**src/rtl/terminal_pkg.sv**
```systemverilog
// Shared constants, cell layout and state encodings for the terminal writer.
package terminal_pkg;

    localparam int unsigned ROWS       = 30;
    localparam int unsigned COLS       = 80;
    localparam logic [7:0]  BLANK_CHAR = 8'h20;

    localparam int unsigned ROW_W  = 5;
    localparam int unsigned COL_W  = 7;
    localparam int unsigned CLR_W  = 12;
    localparam int unsigned CELL_W = 33;

    // Cell word layout: {underline, fg, bg, char}
    localparam int unsigned UL_BIT = 32;
    localparam int unsigned FG_MSB = 31;
    localparam int unsigned FG_LSB = 20;
    localparam int unsigned BG_MSB = 19;
    localparam int unsigned BG_LSB = 8;
    localparam int unsigned CH_MSB = 7;
    localparam int unsigned CH_LSB = 0;

    localparam logic [ROW_W-1:0] ROW_LAST = ROW_W'(ROWS - 1);
    localparam logic [COL_W-1:0] COL_LAST = COL_W'(COLS - 1);

    localparam logic [7:0] CC_BS    = 8'h08;
    localparam logic [7:0] CC_LF    = 8'h0A;
    localparam logic [7:0] CC_FF    = 8'h0C;
    localparam logic [7:0] CC_CR    = 8'h0D;
    localparam logic [7:0] PRINT_LO = 8'h20;
    localparam logic [7:0] PRINT_HI = 8'h7E;

    typedef enum logic [1:0] {
        ST_IDLE,
        ST_CLEAR,
        ST_CLRROW
    } state_e;

    typedef enum logic [2:0] {
        CUR_NONE,
        CUR_ADV,
        CUR_CR,
        CUR_LF,
        CUR_BS,
        CUR_HOME
    } cur_op_e;

    // Assemble a display cell word from its fields.
    function automatic logic [CELL_W-1:0] make_cell(
        input logic             ul,
        input logic [CLR_W-1:0] fg,
        input logic [CLR_W-1:0] bg,
        input logic [7:0]       ch
    );
        logic [CELL_W-1:0] w;
        w                 = '0;
        w[UL_BIT]         = ul;
        w[FG_MSB:FG_LSB]  = fg;
        w[BG_MSB:BG_LSB]  = bg;
        w[CH_MSB:CH_LSB]  = ch;
        return w;
    endfunction

endpackage

```
**src/rtl/terminal_cursor.sv**
```systemverilog
// Cursor position register with column advance, CR, LF, backspace, home and row wrap.
module terminal_cursor
    import terminal_pkg::*;
(
    input  logic             clk,
    input  logic             reset_n,
    input  cur_op_e          op_i,
    output logic [ROW_W-1:0] row_o,
    output logic [COL_W-1:0] col_o,
    output logic             row_adv_c
);

    logic [ROW_W-1:0] row_q, row_d;
    logic [COL_W-1:0] col_q, col_d;

    // Next cursor position; row_adv_c flags that a new line has been entered.
    always_comb begin
        logic adv;
        row_d = row_q;
        col_d = col_q;
        adv   = 1'b0;
        unique case (op_i)
            CUR_ADV: begin
                if (col_q == COL_LAST) begin
                    col_d = '0;
                    adv   = 1'b1;
                end else begin
                    col_d = col_q + COL_W'(1);
                end
            end
            CUR_CR:  col_d = '0;
            CUR_LF: begin
                col_d = '0;
                adv   = 1'b1;
            end
            CUR_BS: begin
                if (col_q != '0) begin
                    col_d = col_q - COL_W'(1);
                end
            end
            CUR_HOME: begin
                row_d = '0;
                col_d = '0;
            end
            default: ;
        endcase
        if (adv) begin
            row_d = (row_q == ROW_LAST) ? '0 : row_q + ROW_W'(1);
        end
        row_adv_c = adv;
    end

    // Cursor state register.
    always_ff @(posedge clk or negedge reset_n) begin
        if (!reset_n) begin
            row_q <= '0;
            col_q <= '0;
        end else begin
            row_q <= row_d;
            col_q <= col_d;
        end
    end

    assign row_o = row_q;
    assign col_o = col_q;

endmodule

```
**src/rtl/terminal_writer.sv**
```systemverilog
// Character stream interpreter driving the 30x80 display buffer write port.
module terminal_writer
    import terminal_pkg::*;
(
    input  logic              clk,
    input  logic              reset_n,
    input  logic              char_valid,
    input  logic [7:0]        char_data,
    output logic              char_ready,
    input  logic              attr_ul,
    input  logic [CLR_W-1:0]  attr_fg,
    input  logic [CLR_W-1:0]  attr_bg,
    output logic              we,
    output logic [ROW_W-1:0]  wr,
    output logic [COL_W-1:0]  wc,
    output logic [CELL_W-1:0] wd,
    output logic [ROW_W-1:0]  cursor_row,
    output logic [COL_W-1:0]  cursor_col,
    output logic              busy
);

    state_e            state_q, state_d;
    logic [ROW_W-1:0]  clr_row_q, clr_row_d;
    logic [COL_W-1:0]  clr_col_q, clr_col_d;
    logic              we_q, we_d;
    logic [ROW_W-1:0]  wr_q, wr_d;
    logic [COL_W-1:0]  wc_q, wc_d;
    logic [CELL_W-1:0] wd_q, wd_d;

    logic              accept_c;
    cur_op_e           cur_op_c;
    logic              row_adv_c;
    logic [CELL_W-1:0] blank_c;

    assign char_ready = (state_q == ST_IDLE);
    assign busy       = ~char_ready;
    assign blank_c    = make_cell(1'b0, attr_fg, attr_bg, BLANK_CHAR);

    // Classify an accepted character into a cursor operation.
    always_comb begin
        accept_c = char_valid && (state_q == ST_IDLE);
        cur_op_c = CUR_NONE;
        if (accept_c) begin
            if ((char_data >= PRINT_LO) && (char_data <= PRINT_HI)) begin
                cur_op_c = CUR_ADV;
            end else begin
                unique case (char_data)
                    CC_CR:   cur_op_c = CUR_CR;
                    CC_LF:   cur_op_c = CUR_LF;
                    CC_BS:   cur_op_c = CUR_BS;
                    CC_FF:   cur_op_c = CUR_HOME;
                    default: cur_op_c = CUR_NONE;
                endcase
            end
        end
    end

    terminal_cursor u_cursor (
        .clk       (clk),
        .reset_n   (reset_n),
        .op_i      (cur_op_c),
        .row_o     (cursor_row),
        .col_o     (cursor_col),
        .row_adv_c (row_adv_c)
    );

    // Next state, clear counters and write strobe generation.
    always_comb begin
        state_d   = state_q;
        clr_row_d = clr_row_q;
        clr_col_d = clr_col_q;
        we_d      = 1'b0;
        wr_d      = wr_q;
        wc_d      = wc_q;
        wd_d      = wd_q;
        unique case (state_q)
            ST_IDLE: begin
                if (cur_op_c == CUR_ADV) begin
                    we_d = 1'b1;
                    wr_d = cursor_row;
                    wc_d = cursor_col;
                    wd_d = make_cell(attr_ul, attr_fg, attr_bg, char_data);
                end
                if ((cur_op_c == CUR_BS) && (cursor_col != '0)) begin
                    we_d = 1'b1;
                    wr_d = cursor_row;
                    wc_d = cursor_col - COL_W'(1);
                    wd_d = blank_c;
                end
                if (row_adv_c) begin
                    state_d   = ST_CLRROW;
                    clr_col_d = '0;
                end
                if (cur_op_c == CUR_HOME) begin
                    state_d   = ST_CLEAR;
                    clr_row_d = '0;
                    clr_col_d = '0;
                end
            end
            ST_CLEAR: begin
                we_d = 1'b1;
                wr_d = clr_row_q;
                wc_d = clr_col_q;
                wd_d = blank_c;
                if (clr_col_q == COL_LAST) begin
                    clr_col_d = '0;
                    if (clr_row_q == ROW_LAST) begin
                        clr_row_d = '0;
                        state_d   = ST_IDLE;
                    end else begin
                        clr_row_d = clr_row_q + ROW_W'(1);
                    end
                end else begin
                    clr_col_d = clr_col_q + COL_W'(1);
                end
            end
            ST_CLRROW: begin
                we_d = 1'b1;
                wr_d = cursor_row;
                wc_d = clr_col_q;
                wd_d = blank_c;
                if (clr_col_q == COL_LAST) begin
                    clr_col_d = '0;
                    state_d   = ST_IDLE;
                end else begin
                    clr_col_d = clr_col_q + COL_W'(1);
                end
            end
            default: begin
                state_d   = ST_CLEAR;
                clr_row_d = '0;
                clr_col_d = '0;
            end
        endcase
    end

    // State, counter and write-port registers; reset starts a full clear.
    always_ff @(posedge clk or negedge reset_n) begin
        if (!reset_n) begin
            state_q   <= ST_CLEAR;
            clr_row_q <= '0;
            clr_col_q <= '0;
            we_q      <= 1'b0;
            wr_q      <= '0;
            wc_q      <= '0;
            wd_q      <= '0;
        end else begin
            state_q   <= state_d;
            clr_row_q <= clr_row_d;
            clr_col_q <= clr_col_d;
            we_q      <= we_d;
            wr_q      <= wr_d;
            wc_q      <= wc_d;
            wd_q      <= wd_d;
        end
    end

    assign we = we_q;
    assign wr = wr_q;
    assign wc = wc_q;
    assign wd = wd_q;

endmodule

```
**config.mk**
```make
export PLATFORM = sky130hd
export DESIGN_NAME = terminal_writer
export DESIGN_NICKNAME = d
export VERILOG_FILES = /design/src/rtl/terminal_pkg.sv /design/src/rtl/terminal_cursor.sv /design/src/rtl/terminal_writer.sv
export SDC_FILE = /design/constraint.sdc
export NUM_CORES = 1
export LEC_CHECK = 0
export CORE_MARGIN = 10
export CORE_UTILIZATION = 39
export CTS_CLUSTER_SIZE = 10
export DETAILED_ROUTE_END_ITERATION = 6
export DONT_BUFFER_PORTS = 1
export SETUP_SLACK_MARGIN = 0.3
export SYNTH_ARGS = -nofsm -noshare
export SYNTH_HDL_FRONTEND = slang
export SYNTH_SLANG_ARGS = --single-unit
```
**constraint.sdc**
```tcl
create_clock -name clk -period 6 [get_ports clk]
set_input_delay 1.5 -clock clk [delete_from_list [all_inputs] [get_ports clk]]
set_output_delay 1.5 -clock clk [all_outputs]
set_load 0.01 [all_outputs]
```
# --- Word level (Yosys, flattened, before mapping) ---
# Cells that the tools add are included.
totals:
  latch_bits: 0
  memories: 0
  romBits: 0
  ram_bits: 0
  reg_bits: 72
classes:
  bitwise: 2
  order_cmp: 2
  n_mux: 36
  n_reduce_logical: 16
  eq_ne: 22
  n_addsub: 5
  n_div: 0
  shift: 0
  multipliers: 0
op_table:
  columns: ["op", "count"]
  rows:
  - ["two-way mux 33 bit", 2]
  - ["case mux 33 bit (2 select lines)", 1]
  - ["two-way mux 7 bit", 7]
  - ["two-way mux 5 bit", 7]
  - ["equality test 8 x 4 -> 1 bit, second input constant", 4]
  - ["case mux 5 bit (3 select lines)", 2]
  - ["case mux 7 bit (2 select lines)", 2]
  - ["case mux 7 bit (3 select lines)", 1]
  - ["adder 7 x 1 -> 7 bit, second input constant", 2]
  - ["equality test 7 bit, second input constant", 2]
  - ["case mux 3 bit (4 select lines)", 1]
  - ["adder 5 x 1 -> 5 bit, second input constant", 2]
  - ["equality test 5 bit, second input constant", 2]
  - ["two-way mux 2 bit", 5]
  - ["greater-or-equal comparator 8 x 6 -> 1 bit, second input constant", 1]
  - ["<= comparator 8 x 7 -> 1 bit, second input constant", 1]
  - ["nonzero test 7 bit", 1]
  - ["subtractor 7 x 1 -> 7 bit, second input constant", 1]
  - ["equality test 3 x 2 -> 1 bit, second input constant", 2]
  - ["equality test 3 bit, second input constant", 2]
  - ["two-way mux 3 bit", 2]
  - ["!= test 2 bit, second input constant", 3]
  - ["!= test 3 x 1 -> 1 bit, second input constant", 2]
  - ["case mux 2 bit (3 select lines)", 1]
  - ["16 further kinds", 27]

# --- Longest topological paths before layout ---
logic_depth:
  word_depth: 9
  mapped_depth: 10
  depth_no_buf: 8

# --- By module ---
# Synthesis repeated with hierarchy kept, for this count alone.
hier_totals:
  hier_cells: 399
  hier_area_um2: 4121.5
modules_own_cells:
  columns: ["module", "seq_area_each_um2", "area_each_um2", "cells_each", "instances"]
  rows:
  - ["terminal_writer", 1502.7, 3218.1, 295, 1]
  - ["terminal_cursor", 300.3, 903.4, 104, 1]

# --- Worst setup path before layout ---
# No wires, ideal clock.
synth_timing:
  path_type: "input -> register"
  startpoint: "input char_data[7]"
  endpoint: "register wc_q[0], in the netlist wc[0]"
  n_path_buf: 1
  setup_slack_ns: 2.921
  required_time_ns: 5.872
  arrival_time_ns: 2.951
  setup_time_ns: 0.128
  cell_stages: 6
  path_cell_list: "nor4b_4 > nand4_2 > o221ai_1 > nor2b_1 > buf_4 > mux2_1"
synth_between:
  elab_chain_len: 8
  word_cells_on_any_way: 17
synth_rtl:
  columns: ["item", "line", "rtl"]
  rows:
  - ["start, declared", "terminal_writer.sv:8", "input logic [7:0] char_data,"]
  - ["greater-or-equal comparator 8 x 6 -> 1 bit, or another cell as far along", "terminal_writer.sv:44", "if ((char_data >= PRINT_LO) && (char_data <= PRINT_HI)) begin"]
  - ["logical AND 1 bit / case mux 3 bit (4 select lines) (equally long branches)", "terminal_writer.sv:44, terminal_writer.sv:47", null]
  - ["two-way mux 3 bit *", "terminal_writer.sv:44", null]
  - ["two-way mux 3 bit *", "terminal_writer.sv:43", "if (accept_c) begin"]
  - ["equality test 3 bit", "terminal_writer.sv:84", "if ((cur_op_c == CUR_BS) && (cursor_col != '0)) begin"]
  - ["logical AND 1 bit", "terminal_writer.sv:84", null]
  - ["two-way mux 7 bit / != test 3 x 1 -> 1 bit (equally long branches)", null, null]
  - ["case mux 7 bit (2 select lines) / AND reduction 2 bit (equally long branches)", null, null]
  - ["end signal, assigned", "terminal_writer.sv:153", "wc_q <= wc_d;"]
  - ["end, declared", "terminal_writer.sv:27", "logic [COL_W-1:0] wc_q, wc_d;"]
# Every way passes the cells marked *; elsewhere a longest branch is shown, timed or not.
# A chain may end at the register's enable or synchronous reset.

# --- Final worst setup path ---
layout_timing:
  startpoint: "input char_data[6]"
  endpoint: "register wd_q[5], in the netlist wd[5]"
layout_between:
  elab_chain_len: 8
  word_cells_on_any_way: 17
layout_rtl:
  columns: ["item", "line", "rtl"]
  rows:
  - ["greater-or-equal comparator 8 x 6 -> 1 bit, or another cell as far along", "terminal_writer.sv:44", null]
  - ["logical AND 1 bit / case mux 3 bit (4 select lines) (equally long branches)", "terminal_writer.sv:44, terminal_writer.sv:47", null]
  - ["two-way mux 3 bit *", "terminal_writer.sv:44", null]
  - ["two-way mux 3 bit *", "terminal_writer.sv:43", null]
  - ["equality test 3 bit", "terminal_writer.sv:84", null]
  - ["logical AND 1 bit", "terminal_writer.sv:84", null]
  - ["two-way mux 33 bit / != test 3 x 1 -> 1 bit (equally long branches)", null, null]
  - ["case mux 33 bit (2 select lines) / AND reduction 2 bit (equally long branches)", null, null]
  - ["end signal, assigned", "terminal_writer.sv:154", "wd_q <= wd_d;"]
  - ["end, declared", "terminal_writer.sv:28", "logic [CELL_W-1:0] wd_q, wd_d;"]
# Marks and branches as above.

==> load_flow_metrics.sql <==
INSERT INTO impl_metrics (metric_group, metric, value, unit) VALUES
('outcome', 'run_status', 'finished, final reports clean', ''),
('cts', 'max-clock-path-buffers', '2', ''),
('sta', 'tightest_slew', '1.05', 'ns'),
('floorplan', 'core.rowCount', '36', ''),
('power', 'power_density', '458', 'nW/µm²'),
('sta', 'final.min_clock_period', '3.46', 'ns'),
('final_layout', 'finish.net_count', '466', ''),
('cts', 'cts.sinks', '72', ''),
('setup_path', 'critical_path.most_common_cell', 'nor2_1', ''),
('detailed_routing', 'detail_route.iter0.violations', '183', ''),
('setup_path', 'worst-setup-path-type', 'in2reg', ''),
('detailed_routing', 'via_count', '2965', ''),
('sta', 'max_freq', '0.289', 'GHz'),
('setup_path', 'path_delay_family', 'simple AND/OR/NAND/NOR gates', ''),
('final_layout', 'antennaDiodeCount', '0', ''),
('power', 'seqPwrFrac', '0.469', ''),
('logic_synthesis', 'synth_seq_cells', '72', ''),
('power', 'net_switching_power_figure', '0.777', 'mW'),
('logic_synthesis', 'edff_count_synth', '0', ''),
('power', 'ir_worst_vdd', '0.000181', 'V'),
('detailed_routing', 'vias_per_cell', '5.34', ''),
('logic_synthesis', 'synth-seq-area-share', '0.470', ''),
('cts', 'postCtsSetupBuffers', '0', ''),
('min_path', 'min-delay-start', 'state_q[0]$_DFFE_PN1P_', ''),
('floorplan', 'die_y', '119', 'µm'),
('logic_synthesis', 'ys_dominant_reg_cell', 'dfrtp_1', ''),
('sta', 'setup_tns', '0', 'ns'),
('power', 'pwr-share-comb', '0.288', ''),
('detailed_routing', 'detail-route-antenna-nets', '0', ''),
('floorplan', 'ios', '96', ''),
('detailed_routing', 'routedWlPerCell', '16.6', 'µm'),
('sta', 'worst_slew_margin_rel', '0.295', ''),
('sta', 'slew_viol_final', '0', ''),
('cts', 'worst_skew_pair.late_latency', '0.34', 'ns'),
('placement', 'gp_congestion', '0.820', ''),
('logic_synthesis', 'synth-async-reset-ratio', '1.00', ''),
('logic_synthesis', 'synth.lib_cells_used.distinct', '54', ''),
('logic_synthesis', 'synthesis.area', '3840', 'µm²'),
('floorplan', 'core-area', '9680', 'µm²'),
('min_path', 'hold_path_class', 'reg2reg', ''),
('sta', 'skew', '0.00540', 'ns'),
('sta', 'layout_worst_path_cycle_share', '0.577', ''),
('floorplan', 'die_width', '119', 'µm'),
('min_path', 'holdPathStages', '2', ''),
('global_routing', 'grt_antenna_before_repair', '0', ''),
('logic_synthesis', 'avgSynthCellArea', '9.10', 'µm²'),
('detailed_routing', 'drc_errors', '0', ''),
('setup_path', 'reg2regPathDepth', '8', ''),
('power', 'sw_frac_of_total', '0.407', ''),
('cts', 'holdBufCountCts', '0', ''),
('logic_synthesis', 'postSynthNetCount', '471', ''),
('cts', 'tritoncts.num_buffers', '9', ''),
('floorplan', 'floorplan.initialDensity', '0.396', ''),
('setup_path', 'path_depth', '7', ''),
('setup_path', 'timing.critical_path.to_type', 'flop', ''),
('global_routing', 'grt.overflow.total', '0', ''),
('setup_path', 'cp-startpoint', 'char_data[6]', ''),
('cts', 'postCtsResizedCells', '0', ''),
('setup_path', 'cp.buffers_inverters', '1', ''),
('setup_path', 'timing.critical_path.arrival', '3.73', 'ns'),
('final_layout', 'stdcell_count', '555', ''),
('logic_synthesis', 'yosysWarningCount', '0', ''),
('final_layout', 'layout-area-overhead-vs-synth', '8.47', '%'),
('power', 'internal_power', '1.13', 'mW'),
('setup_path', 'critical-path-slowest-cell', 'nand4_2', ''),
('sta', 'timing_hold_violations_final', '0', ''),
('job', 'cap_violations', '0', ''),
('placement', 'dp_hpwl', '6830', 'µm'),
('setup_path', 'crit_chain', 'nor2_1 > nand4_2 > o221ai_1 > nor2b_2 > buf_4 > nor2_1 > a31oi_1', ''),
('cts', 'cts.root.buffer_cell', 'clkbuf_8', ''),
('detailed_routing', 'dr.pass1.iters', '4', '');
worst paths after layout:
| check | to | slack, ns |
|---|---|---|
| min in group asynchronous | wd[26]$_DFFE_PN0P_ | 0.85 |
| max reg2reg | clr_col_q[6]$_DFFE_PN0P_ | 2.92 |
| max | wd[5]$_DFFE_PN0P_ | 2.54 |
| min | state_q[0]$_DFFE_PN1P_ | 0.52 |
| max in group asynchronous | state_q[0]$_DFFE_PN1P_ | 4.93 |
| min reg2reg | state_q[0]$_DFFE_PN1P_ | 0.52 |
synthesized netlist by cell type (2+ instances only):
master / count / area (µm²)
nand2_1: 110 / 413
dfrtp_1: 71 / 1780
nor2_1: 32 / 120
nand3_1: 19 / 95.1
o21ai_1: 16 / 80.1
a21oi_1: 13 / 65.1
ha_1: 13 / 163
o21ai_0: 11 / 55.1
inv_1: 10 / 37.5
mux2i_1: 8 / 80.1
buf_2: 7 / 35.0
clkbuf_1: 7 / 26.3
nor2b_1: 7 / 43.8
o31ai_1: 7 / 52.6
xor2_1: 7 / 61.3
and3_1: 6 / 37.5
mux2_1: 6 / 67.6
a31oi_1: 5 / 31.3
nand2b_1: 4 / 25.0
nand4_1: 4 / 25.0
o211ai_1: 4 / 30.0
o22ai_1: 4 / 25.0
a21o_1: 3 / 22.5
and2_1: 3 / 18.8
buf_6: 3 / 33.8
nor3_1: 3 / 15.0
nor3b_1: 3 / 22.5
o221ai_1: 3 / 26.3
and3b_1: 2 / 17.5
and4_1: 2 / 17.5
nand4_2: 2 / 25.0
o211ai_2: 2 / 25.0
o31ai_2: 2 / 25.0
or2_1: 2 / 12.5
xnor2_1: 2 / 17.5
cells by family after synthesis:
family                     synth area share
AOI/OAI and AO/OA                     0.136
xor gates and xnor gates             0.0205
adders and majority gates            0.0424
buffers and inverters                0.0365
DFF                                   0.470
muxes                                0.0385
and+or+nand+nor                       0.256
power by group through the flow:
stage | Sequential [mW] | Combinational [mW] | Clock [mW]
after global routing | 0.926 | 0.639 | 0.499
after detailed placement | 0.913 | 0.553 | 0
final | 0.894 | 0.550 | 0.464
after CTS | 0.903 | 0.555 | 0.478
after floorplan | 0.841 | 0.477 | 0
after global placement | 0.909 | 0.538 | 0
per-stage QoR:
step	util	hold WS [ns]	cell area, µm²	worst slack [ns]	power, mW
after floorplan	-	0.489	3840	2.92	1.32
after global placement	0.405	0.509	3920	2.34	1.45
after detailed placement	0.405	0.516	3920	2.20	1.47
after CTS	0.430	0.526	4160	2.58	1.94
after global routing	0.430	0.542	4160	2.32	2.06
final	0.430	0.524	4160	2.54	1.91
metal layers:
layer,vias to the layer above,wire (µm),track usage
met5,-,0,0
met4,0,172,0.0588
met3,11,789,0.0430
met2,98,4170,0.203
met1,1410,4080,0.157
li1,1446,-,-
worst reg2reg max path, stage by stage (launching register included):
cell and delay (ns):
dfstp_2 0.58, inv_1 0.08, ha_1 0.33, and2_1 0.27
o211ai_2 0.16, a22oi_2 0.21, nor3_1 0.88, o221ai_1 0.27
a21o_1 0.20
cells in the final DEF, fill, tap and decap left out, types with 8 or more instances in the layout:
cell type	synthesis	final
nand3_1	19	19
o21ai_1	16	16
nand2_1	110	110
o21ai_0	11	11
clkbuf_8	0	9
mux2i_1	8	8
inv_1	10	10
ha_1	13	13
dfrtp_1	71	71
nor2_1	32	32
a21oi_1	13	13
flip-flops by register name (all words and copies together), names as in the netlist:
register        cells
state_q             2
u_cursor.col_o      7
wr                  5
wc                  7
wd                 33
clr_row_q           5
u_cursor.row_o      5
we                  1
clr_col_q           7
layout make-up:
cell class | count | area (µm²)
inverters | 10 | 37.5
clock buffers | 9 | 124
clock inverters | 7 | 120
fillers | 950 | 5520
repair buffers | 2 | 15.0
well taps | 133 | 166
multi-input cells | 322 | 1900
flip-flops and latches | 72 | 1800
Power figures use the tool's default switching activity.
